File: config.mk
export PLATFORM = sky130hd
export DESIGN_NAME = hazard_scoreboard_flat
export DESIGN_NICKNAME = d
export VERILOG_FILES = /design/src/rtl/hazard_scoreboard_if.sv /design/src/rtl/hazard_scoreboard.sv /design/src/flat_wrapper.sv
export SDC_FILE = /design/constraint.sdc
export NUM_CORES = 1
export LEC_CHECK = 0
export BUFFER_PORTS_ARGS = -buffer_cell sky130_fd_sc_hd__buf_2
export CORE_ASPECT_RATIO = 1.2
export CORE_MARGIN = 10
export CORE_UTILIZATION = 45
export DETAILED_ROUTE_END_ITERATION = 8
export MAX_ROUTING_LAYER = met4
export PLACE_DENSITY_LB_ADDON = 0.12
export SYNTH_ARGS = -nofsm -noshare
export SYNTH_HDL_FRONTEND = slang
export SYNTH_SLANG_ARGS = --single-unit
export TNS_END_PERCENT = 50
File: constraint.sdc
create_clock -name clk -period 10.3 [get_ports clk]
set_input_delay 0.515 -clock clk [delete_from_list [all_inputs] [get_ports clk]]
set_output_delay 0.515 -clock clk [all_outputs]
set_load 0.01 [all_outputs]
File: src/rtl/hazard_scoreboard_if.sv
// Decode/execute/writeback signal bundle for the hazard scoreboard.
interface hazard_scoreboard_if #(
    parameter int unsigned RW = 5
);
    logic          issue_valid;
    logic [RW-1:0] issue_rd;
    logic          issue_regwrite;
    logic          issue_is_load;
    logic [RW-1:0] rs1_d;
    logic [RW-1:0] rs2_d;
    logic          flush_d;
    logic          flush_e;
    logic          wb_valid;
    logic [RW-1:0] wb_rd;
    logic          stall_d;
    logic          load_use;
    logic          busy_rs1;
    logic          busy_rs2;
    logic          e_valid;
    logic [RW-1:0] e_rd;
    logic          e_regwrite;
    logic          e_is_load;
    logic          err_underflow;

    // Scoreboard side
    modport slave (
        input  issue_valid, issue_rd, issue_regwrite, issue_is_load,
        input  rs1_d, rs2_d, flush_d, flush_e, wb_valid, wb_rd,
        output stall_d, load_use, busy_rs1, busy_rs2,
        output e_valid, e_rd, e_regwrite, e_is_load, err_underflow
    );

    // Pipeline side
    modport master (
        output issue_valid, issue_rd, issue_regwrite, issue_is_load,
        output rs1_d, rs2_d, flush_d, flush_e, wb_valid, wb_rd,
        input  stall_d, load_use, busy_rs1, busy_rs2,
        input  e_valid, e_rd, e_regwrite, e_is_load, err_underflow
    );
endinterface

File: src/rtl/hazard_scoreboard.sv
// Tracks in-flight register writes, holds the D->E control fields and
// stalls decode on load-use or pending-write counter saturation.
module hazard_scoreboard #(
    parameter int unsigned NREG  = 32,
    parameter int unsigned CNT_W = 2
) (
    input logic              clk,
    input logic              rst,
    hazard_scoreboard_if.slave bus
);
    localparam int unsigned RW = $clog2(NREG);
    localparam int unsigned SW = CNT_W + 1;
    localparam logic [CNT_W-1:0] CNT_MAX = {CNT_W{1'b1}};

    logic [CNT_W-1:0] cnt_q [NREG];
    logic [CNT_W-1:0] cnt_d [NREG];
    logic             e_valid_q, e_valid_d;
    logic [RW-1:0]    e_rd_q, e_rd_d;
    logic             e_regwrite_q, e_regwrite_d;
    logic             e_is_load_q, e_is_load_d;
    logic             err_q, err_d;

    logic             d_tracks, e_tracks;
    logic             load_use, sat_stall, stall, accept;
    logic             inc, dec_wb, dec_fl;
    logic [SW-1:0]    up, down;

    // Hazard detection from registered state and the decode instruction
    always_comb begin
        d_tracks  = bus.issue_regwrite && (bus.issue_rd != '0);
        e_tracks  = e_valid_q && e_regwrite_q && (e_rd_q != '0);
        load_use  = bus.issue_valid && e_tracks && e_is_load_q &&
                    ((e_rd_q == bus.rs1_d) || (e_rd_q == bus.rs2_d));
        sat_stall = bus.issue_valid && d_tracks && (cnt_q[bus.issue_rd] == CNT_MAX);
        stall     = !bus.flush_d && (load_use || sat_stall);
        accept    = bus.issue_valid && !bus.flush_d && !stall;
    end

    assign bus.stall_d       = stall;
    assign bus.load_use      = load_use;
    assign bus.busy_rs1      = (bus.rs1_d != '0) && (cnt_q[bus.rs1_d] != '0);
    assign bus.busy_rs2      = (bus.rs2_d != '0) && (cnt_q[bus.rs2_d] != '0);
    assign bus.e_valid       = e_valid_q;
    assign bus.e_rd          = e_rd_q;
    assign bus.e_regwrite    = e_regwrite_q;
    assign bus.e_is_load     = e_is_load_q;
    assign bus.err_underflow = err_q;

    // Per-register net update; a net decrement below zero clamps and flags
    always_comb begin
        err_d    = err_q;
        cnt_d[0] = '0;
        inc      = 1'b0;
        dec_wb   = 1'b0;
        dec_fl   = 1'b0;
        up       = '0;
        down     = '0;
        for (int unsigned r = 1; r < NREG; r++) begin
            inc    = accept && d_tracks && (bus.issue_rd == RW'(r));
            dec_wb = bus.wb_valid && (bus.wb_rd == RW'(r));
            dec_fl = bus.flush_e && e_tracks && (e_rd_q == RW'(r));
            up     = SW'(cnt_q[r]) + SW'(inc);
            down   = SW'(dec_wb) + SW'(dec_fl);
            if (up < down) begin
                cnt_d[r] = '0;
                err_d    = 1'b1;
            end else begin
                cnt_d[r] = CNT_W'(up - down);
            end
        end
    end

    // E stage: load on accept, otherwise insert a bubble
    always_comb begin
        e_valid_d    = accept;
        e_rd_d       = accept ? bus.issue_rd : '0;
        e_regwrite_d = accept && bus.issue_regwrite;
        e_is_load_d  = accept && bus.issue_is_load;
    end

    // State registers with synchronous reset
    always_ff @(posedge clk) begin
        if (rst) begin
            for (int unsigned i = 0; i < NREG; i++) begin
                cnt_q[i] <= '0;
            end
            e_valid_q    <= 1'b0;
            e_rd_q       <= '0;
            e_regwrite_q <= 1'b0;
            e_is_load_q  <= 1'b0;
            err_q        <= 1'b0;
        end else begin
            cnt_q        <= cnt_d;
            e_valid_q    <= e_valid_d;
            e_rd_q       <= e_rd_d;
            e_regwrite_q <= e_regwrite_d;
            e_is_load_q  <= e_is_load_d;
            err_q        <= err_d;
        end
    end
endmodule

File: src/flat_wrapper.sv
// flat-port wrapper written by rule: the top's interface ports become plain ports
module hazard_scoreboard_flat 
#(
    parameter int unsigned NREG  = 32,
    parameter int unsigned CNT_W = 2
)
  (clk, rst, bus_issue_valid, bus_issue_rd, bus_issue_regwrite, bus_issue_is_load, bus_rs1_d, bus_rs2_d, bus_flush_d, bus_flush_e, bus_wb_valid, bus_wb_rd, bus_stall_d, bus_load_use, bus_busy_rs1, bus_busy_rs2, bus_e_valid, bus_e_rd, bus_e_regwrite, bus_e_is_load, bus_err_underflow);
  hazard_scoreboard_if bus_i ();
  input logic clk;
  input logic rst;
  input wire logic [$bits(bus_i.issue_valid)-1:0] bus_issue_valid;
  input wire logic [$bits(bus_i.issue_rd)-1:0] bus_issue_rd;
  input wire logic [$bits(bus_i.issue_regwrite)-1:0] bus_issue_regwrite;
  input wire logic [$bits(bus_i.issue_is_load)-1:0] bus_issue_is_load;
  input wire logic [$bits(bus_i.rs1_d)-1:0] bus_rs1_d;
  input wire logic [$bits(bus_i.rs2_d)-1:0] bus_rs2_d;
  input wire logic [$bits(bus_i.flush_d)-1:0] bus_flush_d;
  input wire logic [$bits(bus_i.flush_e)-1:0] bus_flush_e;
  input wire logic [$bits(bus_i.wb_valid)-1:0] bus_wb_valid;
  input wire logic [$bits(bus_i.wb_rd)-1:0] bus_wb_rd;
  output wire logic [$bits(bus_i.stall_d)-1:0] bus_stall_d;
  output wire logic [$bits(bus_i.load_use)-1:0] bus_load_use;
  output wire logic [$bits(bus_i.busy_rs1)-1:0] bus_busy_rs1;
  output wire logic [$bits(bus_i.busy_rs2)-1:0] bus_busy_rs2;
  output wire logic [$bits(bus_i.e_valid)-1:0] bus_e_valid;
  output wire logic [$bits(bus_i.e_rd)-1:0] bus_e_rd;
  output wire logic [$bits(bus_i.e_regwrite)-1:0] bus_e_regwrite;
  output wire logic [$bits(bus_i.e_is_load)-1:0] bus_e_is_load;
  output wire logic [$bits(bus_i.err_underflow)-1:0] bus_err_underflow;
  assign bus_i.issue_valid = bus_issue_valid;
  assign bus_i.issue_rd = bus_issue_rd;
  assign bus_i.issue_regwrite = bus_issue_regwrite;
  assign bus_i.issue_is_load = bus_issue_is_load;
  assign bus_i.rs1_d = bus_rs1_d;
  assign bus_i.rs2_d = bus_rs2_d;
  assign bus_i.flush_d = bus_flush_d;
  assign bus_i.flush_e = bus_flush_e;
  assign bus_i.wb_valid = bus_wb_valid;
  assign bus_i.wb_rd = bus_wb_rd;
  assign bus_stall_d = bus_i.stall_d;
  assign bus_load_use = bus_i.load_use;
  assign bus_busy_rs1 = bus_i.busy_rs1;
  assign bus_busy_rs2 = bus_i.busy_rs2;
  assign bus_e_valid = bus_i.e_valid;
  assign bus_e_rd = bus_i.e_rd;
  assign bus_e_regwrite = bus_i.e_regwrite;
  assign bus_e_is_load = bus_i.e_is_load;
  assign bus_err_underflow = bus_i.err_underflow;
  hazard_scoreboard #(.NREG(NREG), .CNT_W(CNT_W)) u_core (.clk(clk), .rst(rst), .bus(bus_i));
endmodule
==> impl_metrics.py <==
metrics = {
    "logic_synthesis": {
        "syn-cell-area_um2": 7540,
        "ys_types": 48,
        "ys_ff_latch": 71,
        "yosysWarnings": 0,
        "synth-seq-area-share_pct": 18.9,
        "synth_nets": 1020,
        "syn_area_per_cell_um2": 9.01,
        "async_flop_share_pct": 0,
        "syn_inst": 837,
        "synth-edff-count": 0,
        "ys.flop_type": "dfxtp_1",
    },
    "die": {
        "die_h_um": 162,
        "die_area_um2": 22400,
        "row_count": 51,
        "die_x_um": 138,
        "core_region_area_um2": 16300,
        "initial_core_util_pct": 46.2,
        "ioPinCount": 41,
    },
    "place": {
        "place_inst": 1043,
        "port_buffers": 40,
        "gp_congestion": 0.938,
        "dpl.hpwl_um": 19200,
    },
    "grt": {
        "grt_overflow_total": 0,
        "grt_util_all_layers_pct": 21.8,
        "use_met3_pct": 3.33,
        "grt_busiest_layer": "met2",
        "grt_pass1_wl_um": 37500,
        "met2_usage_pct": 35.9,
        "grt_pass1_vias": 6454,
        "grt_max_degree": 71,
        "antenna_found_initial": 2,
        "use_met1_pct": 26.5,
    },
    "routing": {
        "first_iter_violations": 447,
        "num_vias": 6407,
        "wl_per_cell_um": 22.7,
        "drt.antenna.violating_nets": 0,
        "drc": 0,
        "drt_pre_antenna_iters": 5,
        "viasPerCell": 6.04,
        "totalWireLength_um": 24000,
    },
    "setup_path": {
        "cp-startpoint": "u_core.bus.e_rd[0]",
        "path_max_fanout": 9,
        "critPathSlowestCell": "o41ai_1",
        "crit_type": "reg2reg",
        "max_stage_delay_ps": 980,
        "cpMostUsedCell": "nor4_1",
        "worstPathRequired_ps": 10500,
        "path_cells": "or2_1 > o41ai_1 > o21bai_1 > nor4_1 > ha_1 > fa_1 > nor3b_1 > nor2_1 > nor4_1 > and4_1 > a21oi_1",
        "r2r_end": "u_core.bus.err_underflow",
        "start_kind": "flop",
        "crit_path_end": "u_core.bus.err_underflow",
        "crit-reg2reg-launch": "u_core.bus.e_rd[0]",
        "worstRegToRegCells": 11,
        "rrSetupSlack_ps": 5500,
        "worstPathArrival_ps": 5000,
        "end_kind": "flop",
    },
    "clock_tree": {
        "clkSlewWorstSetupHoldPaths_ps": 60,
        "cts_max_level": 3,
        "postCtsSetupRepairBufs": 0,
        "cts_resized": 0,
        "cts_tree": "built",
        "cts_buffer_depth": 2,
        "numClockSinks": 71,
        "cts_made_buffers": 9,
        "cts.hold.buffers_added": 0,
        "root_buffer": "clkbuf_16",
        "clk_latency_ps": 350,
    },
    "layout": {
        "area_delta_synth_final_pct": 7.33,
        "nNetsFinal": 1025,
        "drive_gt1_share_pct": 13.6,
        "nFillCells": 1595,
        "layoutNonFillerInstCount": 1060,
    },
    "power_and_ir_drop": {
        "vdd_drop_max_uv": 70.3,
        "power_density_nw_per_um2": 87.2,
        "leakagePower_nw": 3.34,
    },
    "sta": {
        "rsz0062_at_grt": "no",
        "setup_viol": 0,
        "fin_tns_setup_ps": 0,
        "tightestPinTransition_ps": 1120,
        "hold_violations": 0,
        "fmax_mhz": 208,
        "min_period_over_period_pct": 46.6,
        "fin_crit_ps": 4800,
        "holdWs_ps": 462,
        "skew_ps": 11.5,
        "drv_slew": 0,
        "slew_headroom_pct": 25.2,
    },
    "min_path": {
        "hp-class": "in2reg",
    },
    "run_status": {
        "status": "finished clean",
    },
    "job": {
        "cap_violations": 0,
    },
}
==> worst min-delay path by stage <==
stage	from	endpoint	slack, ps	cells after the start
2_1_floorplan	bus_issue_is_load	u_core.bus.e_is_load	670	2
3_3_place_gp	u_core.cnt_q[17]	u_core.cnt_q[17]	820	2
3_5_place_dp	bus_issue_is_load	u_core.bus.e_is_load	820	3
4_1_cts	bus_issue_is_load	u_core.bus.e_is_load	460	3
5_1_grt	bus_issue_is_load	u_core.bus.e_is_load	470	3
6_report	bus_issue_is_load	u_core.bus.e_is_load	460	3
==> cell type report <==
| class | instances | area (µm²) | share of cell area, % |
|---|---|---|---|
| clock buffer | 12 | 256 | 3.17 |
| tap | 212 | 265 | 3.28 |
| antenna | 2 | 5.00 | 0.0618 |
| multi-input combinational | 651 | 5630 | 69.6 |
| sequential | 71 | 1420 | 17.6 |
| timing repair buffer | 43 | 223 | 2.75 |
| clock inverter | 3 | 42.5 | 0.526 |
| inverter | 66 | 248 | 3.06 |
==> kinds of logic after synthesis <==
group                      count (synthesis)  share of synthesized area, %
DFF                                       71                          18.9
buffers and inverters                    115                          6.65
and+or+nand+nor                          331                          22.9
adders and majority gates                155                          28.8
muxes                                     24                          6.87
xor gates and xnor gates                  41                          4.76
AOI/OAI and AO/OA                        100                          11.2
==> report_power, final <==
part           switching [W]  internal (W)
clock               0.000124      0.000199
combinational      0.0000656     0.0000338
sequential        0.00000511      0.000278
total               0.000195      0.000511
==> metal layers <==
| layer | routed length, µm | share of wire, % | vias up |
|---|---|---|---|
| met1 | 10100 | 42 | 3173 |
| met3 | 1460 | 6.1 | 38 |
| met4 | 731 | 3.0 | 0 |
| met5 | 0 | 0 | - |
| met2 | 11800 | 49 | 233 |
| li1 | - | - | 2963 |
==> per-stage QoR <==
step / util [%] / cell area, µm² / worst slack, ps / power [W]
floorplan: - / 7540 / 6590 / 0.000355
global placement: 47.7 / 7790 / 5500 / 0.000386
detailed placement: 47.7 / 7790 / 5490 / 0.000388
CTS: 49.5 / 8090 / 5610 / 0.000710
global route: 49.5 / 8090 / 5370 / 0.000733
finish: 49.5 / 8090 / 5500 / 0.000706
==> Yosys cell counts (4+ instances only) <==
master       n  area share (%)
nor4b_2      5             1.0
buf_6        4            0.60
nor3_1      62             4.1
nor3b_1     48             4.8
a211oi_1    11             1.1
inv_1       66             3.3
nand3_1     19             1.3
nand3b_1     8            0.80
a2111oi_2   19             3.8
nor4_1      13             1.1
a22o_1       4            0.46
a21oi_1     46             3.1
mux4_2      22             6.6
nand2_1     27             1.3
xor2_1      41             4.8
buf_2        4            0.27
ha_1       124              21
nor2_1     122             6.1
o21ai_0      6            0.40
nand2b_1     4            0.33
clkbuf_1    34             1.7
dfxtp_1     71              19
nor2b_1      9            0.75
fa_1        31             8.2
==> state kept, by name, indices dropped and copies added, names as in the netlist <==
register	cells
u_core.cnt_q	62
u_core.bus.e_rd	5
u_core.bus.e_is_load	1
u_core.bus.e_regwrite	1
u_core.bus.e_valid	1
u_core.bus.err_underflow	1
==> worst max-delay path: cells and delay by family, from the launching register on <==
kind            cells  cell delay (ps)
fa+ha+maj           2              480
flops               1              370
simple gates        6             2170
compound gates      3             1620
==> placed cells by master (no fill, tap or decap), types with 8 or more instances in the layout <==
cell type and count:
ha_1 124, nor2_1 121, dfxtp_1 71, inv_1 66, nor3_1 62, nor3b_1 48
a21oi_1 46, xor2_1 41, buf_2 40, fa_1 31, nand2_1 27, mux4_2 22
nand3_1 19, a2111oi_2 19, nor4_1 13, a211oi_1 11, nor2b_1 9, clkbuf_16 9
nand3b_1 8
Note: power is estimated with default switching activity, not from simulation.
